--- src/rtl/chunked_serial_adder.sv ---
// -----------------------------------------------------------------------------
// chunked_serial_adder
//
// Multi-cycle unsigned adder. The operands are latched on a valid/ready
// handshake. They are added CHUNK bits per clock, and the carry between chunks
// is held in a register. The result is then offered on a second valid/ready
// handshake. This keeps the carry chain CHUNK bits long, at the cost of
// NCHUNK = WIDTH/CHUNK add cycles per operation.
//
// Optional build macro: CHUNKED_ADDER_SUB_EN
//   When it is defined, a 'sub' input is present. With sub=1 the block computes
//   a + ~b + 1 and ignores cin, so cout=1 means "no borrow" (a >= b).
//
// Ports:
//   clk        rising-edge clock
//   rst        synchronous active-high reset; aborts any operation in flight
//   in_valid   operand set offered
//   in_ready   block is idle and can accept operands
//   a, b       WIDTH-bit operands
//   cin        carry in
//   sub        (CHUNKED_ADDER_SUB_EN only) subtract select
//   out_valid  result available in sum/cout
//   out_ready  consumer takes the result
//   sum        WIDTH-bit result; it updates chunk by chunk while adding, so
//              qualify it with out_valid
//   cout       carry out of the MSB
// -----------------------------------------------------------------------------
module chunked_serial_adder #(
   parameter int WIDTH = 16,
   parameter int CHUNK = 4
) (
   input  logic             clk,
   input  logic             rst,
   input  logic             in_valid,
   output logic             in_ready,
   input  logic [WIDTH-1:0] a,
   input  logic [WIDTH-1:0] b,
   input  logic             cin,
`ifdef CHUNKED_ADDER_SUB_EN
   input  logic             sub,
`endif
   output logic             out_valid,
   input  logic             out_ready,
   output logic [WIDTH-1:0] sum,
   output logic             cout
);

   localparam int NCHUNK = WIDTH / CHUNK;
   localparam int KW     = (NCHUNK > 1) ? $clog2(NCHUNK) : 1;
   localparam logic [KW-1:0] K_LAST = KW'(NCHUNK - 1);

   typedef enum logic [1:0] {
      IDLE = 2'd0,
      ADD  = 2'd1,
      DONE = 2'd2
   } state_t;

   state_t           state_q, state_d;
   logic [KW-1:0]    k_q, k_d;
   logic [WIDTH-1:0] a_q, a_d;
   logic [WIDTH-1:0] b_q, b_d;
   logic             carry_q, carry_d;
   logic [WIDTH-1:0] sum_q, sum_d;
   logic             cout_q, cout_d;

   logic [CHUNK-1:0] chunk_a;
   logic [CHUNK-1:0] chunk_b;
   logic [CHUNK:0]   chunk_sum;
   logic             do_sub;

   always_comb begin
      state_d = state_q;
      k_d     = k_q;
      a_d     = a_q;
      b_d     = b_q;
      carry_d = carry_q;
      sum_d   = sum_q;
      cout_d  = cout_q;
      chunk_a = '0;
      chunk_b = '0;

`ifdef CHUNKED_ADDER_SUB_EN
      do_sub = sub;
`else
      do_sub = 1'b0;
`endif

      // Select the chunk pointed to by k_q. This is a constant-index mux, so
      // the slice bounds never depend on a runtime multiply.
      for (int i = 0; i < NCHUNK; i++) begin
         if (k_q == KW'(i)) begin
            chunk_a = a_q[i*CHUNK +: CHUNK];
            chunk_b = b_q[i*CHUNK +: CHUNK];
         end
      end
      chunk_sum = {1'b0, chunk_a} + {1'b0, chunk_b} + {{CHUNK{1'b0}}, carry_q};

      case (state_q)
         IDLE: begin
            if (in_valid) begin
               a_d     = a;
               // Subtraction is folded in at latch time: store ~b and
               // preload the carry with 1. The ADD loop stays the same.
               b_d     = do_sub ? ~b : b;
               carry_d = do_sub ? 1'b1 : cin;
               k_d     = '0;
               state_d = ADD;
            end
         end
         ADD: begin
            carry_d = chunk_sum[CHUNK];
            for (int i = 0; i < NCHUNK; i++) begin
               if (k_q == KW'(i)) begin
                  sum_d[i*CHUNK +: CHUNK] = chunk_sum[CHUNK-1:0];
               end
            end
            if (k_q == K_LAST) begin
               cout_d  = chunk_sum[CHUNK];
               state_d = DONE;
            end else begin
               k_d = k_q + 1'b1;
            end
         end
         DONE: begin
            if (out_ready) begin
               state_d = IDLE;
            end
         end
         default: state_d = IDLE;
      endcase
   end

   always_ff @(posedge clk) begin
      if (rst) begin
         state_q <= IDLE;
         k_q     <= '0;
         a_q     <= '0;
         b_q     <= '0;
         carry_q <= 1'b0;
         sum_q   <= '0;
         cout_q  <= 1'b0;
      end else begin
         state_q <= state_d;
         k_q     <= k_d;
         a_q     <= a_d;
         b_q     <= b_d;
         carry_q <= carry_d;
         sum_q   <= sum_d;
         cout_q  <= cout_d;
      end
   end

   assign in_ready  = (state_q == IDLE);
   assign out_valid = (state_q == DONE);
   assign sum       = sum_q;
   assign cout      = cout_q;

endmodule

--- config.mk ---
export PLATFORM = sky130hd
export DESIGN_NAME = chunked_serial_adder
export DESIGN_NICKNAME = d
export VERILOG_FILES = /design/src/rtl/chunked_serial_adder.sv
export SDC_FILE = /design/constraint.sdc
export NUM_CORES = 1
export LEC_CHECK = 0
export BUFFER_PORTS_ARGS = -buffer_cell sky130_fd_sc_hd__buf_2
export CAP_MARGIN = 20
export CORE_MARGIN = 4
export CORE_UTILIZATION = 35
export DETAILED_ROUTE_END_ITERATION = 12
export PLACE_DENSITY = 0.6
export SYNTH_ARGS = -nofsm -noshare
export SYNTH_HDL_FRONTEND = slang
export SYNTH_SLANG_ARGS = --single-unit
--- constraint.sdc ---
create_clock -name clk -period 7.3 [get_ports clk]
set_input_delay 0.73 -clock clk [delete_from_list [all_inputs] [get_ports clk]]
set_output_delay 0.73 -clock clk [all_outputs]
set_load 0.01 [all_outputs]
# Yosys cells after proc, flatten, opt, wreduce, memory -nomap -nowiden
# Index checks and enable logic that the tools add are counted.
dict set report word_totals {
  ff_bits 54
  inputBits 37
}
dict set report classes {
  muxes 17
  add_sub_neg 3
  n_reduce_logical 11
  n_eq_ne 9
}
# cell count
set op_table {}
lappend op_table {{4-bit two-way mux} 8}
lappend op_table {{2-bit AND reduction} 6}
lappend op_table {{2-bit two-way mux} 5}
lappend op_table {{2-bit == test (second input constant)} 3}
lappend op_table {{2-bit != test (second input constant)} 3}
lappend op_table {{2-bit one-hot mux with 3 select lines} 1}
lappend op_table {{3-bit AND reduction} 2}
lappend op_table {{4-bit by 4-bit adder with 5-bit output} 1}
lappend op_table {{5-bit by 1-bit adder with 5-bit output} 1}
lappend op_table {{2-bit by 1-bit == test with 1-bit output (second input constant)} 2}
lappend op_table {{2-bit zero test} 2}
lappend op_table {{2-bit one-hot mux with 2 select lines} 1}
lappend op_table {{2-bit by 1-bit adder with 2-bit output (second input constant)} 1}
lappend op_table {{2-bit by 1-bit != test with 1-bit output (second input constant)} 1}
lappend op_table {{1-bit one-hot mux with 2 select lines} 1}
lappend op_table {{2-bit nonzero test} 1}
lappend op_table {{1-bit two-way mux} 1}

# Longest topological paths before layout
dict set report depth {
  word_depth 8
  mapped_depth 12
  ltp_nobuf 11
}

# Least setup slack after synthesis
# OpenSTA, ideal clock, no wires.
dict set report synth_timing {
  path_type {reg2reg}
  startpoint {register k_q[1]}
  endpoint {register sum_q[13] (netlist: sum[13])}
  stages_incl_launch_ff 11
  arrival_ps 2379
  period_less_slack_ps 2465
  path_buffers 2
  setup_slack_ps 4835
  cell_sequence {dfxtp_1 inv_1 ha_1 clkbuf_1 clkbuf_1 o21ai_0 a22o_1 fa_1 inv_1 fa_1 a211oi_1}
}
dict set report synth_via {
  elab_chain_cells 7
  word_cells_on_any_way 15
}
# element line
set synth_rtl {}
lappend synth_rtl {{from (decl)} 59} ;# logic [KW-1:0] k_q, k_d;
lappend synth_rtl {{from (signal assigned)} 144} ;# k_q <= k_d;
lappend synth_rtl {{2-bit zero test} 91} ;# if (k_q == KW'(i)) begin
lappend synth_rtl {{4-bit two-way mux (4 in a row)} 91}
lappend synth_rtl {{4-bit by 4-bit adder with 5-bit output} 96} ;# chunk_sum = {1'b0, chunk_a} + {1'b0, chunk_b} + {{CHUNK{1'b0}}, carry_q};
lappend synth_rtl {{5-bit by 1-bit adder with 5-bit output} 96}
lappend synth_rtl {{to (signal assigned)} 148} ;# sum_q <= sum_d;
lappend synth_rtl {{to (decl)} 63} ;# logic [WIDTH-1:0] sum_q, sum_d;
# Parallel ways exist; a longest one is shown, timed or not.
# A chain may end at the register's enable or synchronous reset.

# Final worst setup path
dict set report layout_timing {
  startpoint {register k_q[0]}
  endpoint {register sum_q[1] (netlist: sum[1])}
}
dict set report layout_via {
  elab_chain_cells 7
  word_cells_on_any_way 15
}
# element line
set layout_rtl {}
lappend layout_rtl {{2-bit zero test} {91, 113}}
lappend layout_rtl {{4-bit two-way mux (4 in a row)} 91}
lappend layout_rtl {{4-bit by 4-bit adder with 5-bit output} 96}
lappend layout_rtl {{5-bit by 1-bit adder with 5-bit output} 96}
# Parallel ways exist; a longest one is shown, timed or not.

==> out/metrics.cfg <==
[flow_run]
max-cap-violations=0

[clock_network]
clock-sinks=54
cts_setup_buffers=0
htree_levels=2
post_cts_resized=0
ctsLongestPathBuffers=2
numCtsBuffers=5
clock_latency_ns=0.31
clk_pin_slew_ns=0.09
clock-root-buffer=clkbuf_8
cts_tree=done
hold_buffers=0

[finish]
drive_gt1_share_pct=19.1
final_util_pct=41.9
finalNetCount=395
multiInputGateArea_sq_um=1250
seqCellArea_sq_um=1080
antennaDiodeCount=0
nFillCells=743
area_growth_pct=14.3

[global_routing]
met2_usage_pct=21.3
grt_max_degree=57
grt_pass1_wl_mm=9.68
grt_pass1_vias=2082
grt.busiest_layer=met2
grt_usage_pct=13.7
met1_usage_pct=18.0
grt.overflow.total=0
gr-usage-met3_pct=3.38
antenna_found_initial=0

[timing]
clock-skew-final_ns=0.00640
fin_tns_setup_ns=0
slew_headroom_pct=31.6
rsz0062_at_grt=no
final-setup-viol-count=0
period_share_pct=36.0
slew_violations=0
max_freq_mhz=380
hold_viol=0
post-route-min-period_ns=2.63
worst_slew_pin_slew_ns=1.03

[min_path]
hp-class=reg2reg
min_path_cells=2

[route]
routed_wl_mm=5.80
postRouteAntennaNets=0
wl_per_cell_um=13.0
first_pass_iters=4
via_count=2162
drc_errors=0
drtIter0Drc=107
vias_per_cell=4.85

[synth]
synth_top_area_share_pct=42.5
synthAdderAreaFrac_pct=5.01
synth.distinct_cells=32
synth_area_leader_cell=dfxtp_1
synth_seq_area_share_pct=42.5
synth_xor_area_share_pct=0.344
synth_top_family_by_area=compound AO/OA/AOI/OAI gates
synth_compound_area_share_pct=20.7
synth_area_sq_um=2540
yosys_warnings=0
synthSimpleGateAreaFrac_pct=19.9
synth_mux_area_share_pct=3.15
synth_nets=358
ys_ff_latch=54
syn_area_per_cell_sq_um=8.16
synthTopCellsByArea=dfxtp_1 (42%), nand2_1 (11%), a21oi_1 (10%)
synthCells=312

[worst_setup_path]
slowest_delay_ns=0.46
rrSetupSlack_ns=4.67
crit_path_end_kind=register
path_class=reg2reg
critPathMaxFanout=17
cp.arrival_ns=2.85
r2r_cells=9
crit_slowest_cell=fa_1
required_ns=7.52
critPathLaunchType=register
crit_chain=inv_1 -> ha_1 -> a21oi_1 -> o21ai_0 -> a22o_1 -> fa_1 -> inv_1 -> fa_1 -> a211oi_1

[floorplan]
dieArea_sq_um=8700
initial_core_util_pct=36.6
io_pins=56
die_w_um=93.3
dieHeight_um=93.3
num_rows=30
coreArea_sq_um=6940

[power]
power.leakage_nw=1.18
p_per_area_nw_per_um2=201
vdd_drop_max_v=0.0000795

[placement]
dp_hpwl_mm=4.17
port_buffers=55
globalplace.congestion=0.802

[outcome]
outcome=finished, final reports clean

==> synth_stat cells <==
master / n
ha_1: 7
nor2_1: 16
a311oi_1: 2
clkbuf_1: 12
o211ai_1: 4
a21oi_2: 1
a22oi_1: 2
nand2_1: 72
and3_1: 1
or3b_1: 2
a21o_1: 1
a211oi_1: 4
buf_6: 5
nor3b_2: 1
and3b_1: 4
inv_1: 17
mux2i_1: 8
a22o_1: 8
a21oi_1: 51
nand3b_1: 1
xnor2_1: 1
nor2b_1: 4
o311ai_1: 4
nand2b_1: 1
fa_1: 2
nand4bb_1: 4
nand3_1: 2
a211oi_2: 1
nor4bb_1: 1
o21ai_0: 9
dfxtp_1: 54
buf_2: 10
==> state kept, by name, summed over array words and instances, names as in the netlist <==
register  flops
sum          16
carry_q       1
cout          1
k_q           2
b_q          16
a_q          16
state_q       2
==> worst paths after layout <==
check,startpoint,end
setup / recovery,k_q[0]$_SDFFE_PP0P_,sum[1]$_SDFFE_PP0P_
hold / removal,b_q[11]$_SDFFE_PP0P_,b_q[11]$_SDFFE_PP0P_
setup reg to reg,k_q[0]$_SDFFE_PP0P_,sum[1]$_SDFFE_PP0P_
hold reg to reg,b_q[11]$_SDFFE_PP0P_,b_q[11]$_SDFFE_PP0P_
==> placed cells by master (no fill, tap or decap), drive strengths merged, types with 5 or more instances in the layout <==
master  Yosys  layout
dfxtp      54      54
a211oi      5       5
inv        17      17
nand2      72      72
a21oi      52      52
o21ai       9       9
nor2       16      16
mux2i       8       8
a22o        8       8
buf        15      57
ha          7       7
clkbuf     12       7
==> worst max-delay path: cells and delay by family (launching register included) <==
family	cells	cell delay (ns)
adders and majority gates	3	1.25
buffers and inverters	2	0.18
DFF	1	0.39
AOI/OAI and AO/OA	4	0.71
==> metrics by stage <==
step | power [mW] | hold slack, ns | area [sq um] | std cells | setup slack, ns
after floorplan | 0.395 | 0.436 | 2540 | 312 | 4.84
after global placement | 0.421 | 0.446 | 2800 | 437 | 4.76
after detailed placement | 0.422 | 0.451 | 2800 | 437 | 4.68
after CTS | 0.591 | 0.464 | 2890 | 445 | 4.67
after global routing | 0.618 | 0.486 | 2910 | 446 | 4.40
final | 0.585 | 0.459 | 2910 | 446 | 4.67
==> cells by family (layout without fill, tap and decap cells) <==
group,after synthesis,in the layout
simple gates,109,109
mux,8,8
flops,54,54
compound gates,87,87
xor+xnor,1,1
buf+inv,44,82
fa+ha+maj,9,9
==> metal layers <==
metal  up-vias  wire, um
met4         0       125
li1       1121         -
met5         -         0
met2        42      2710
met1       988      2690
met3        11       275
==> layout make-up <==
class	count	share of cell area (%)
Multi-Input combinational cell	214	43.1
Sequential cell	54	37.2
Timing Repair Buffer	57	10.2
Tap cell	96	4.13
Clock buffer	7	2.97
Inverter	17	2.19
Clock inverter	1	0.172
==> power breakdown <==
group	switching (mW)	internal [mW]
clock network	0.0933	0.0767
registers	0.0106	0.310
logic	0.0553	0.0397
total	0.159	0.426
No activity file was read; power rests on OpenSTA's default activity.
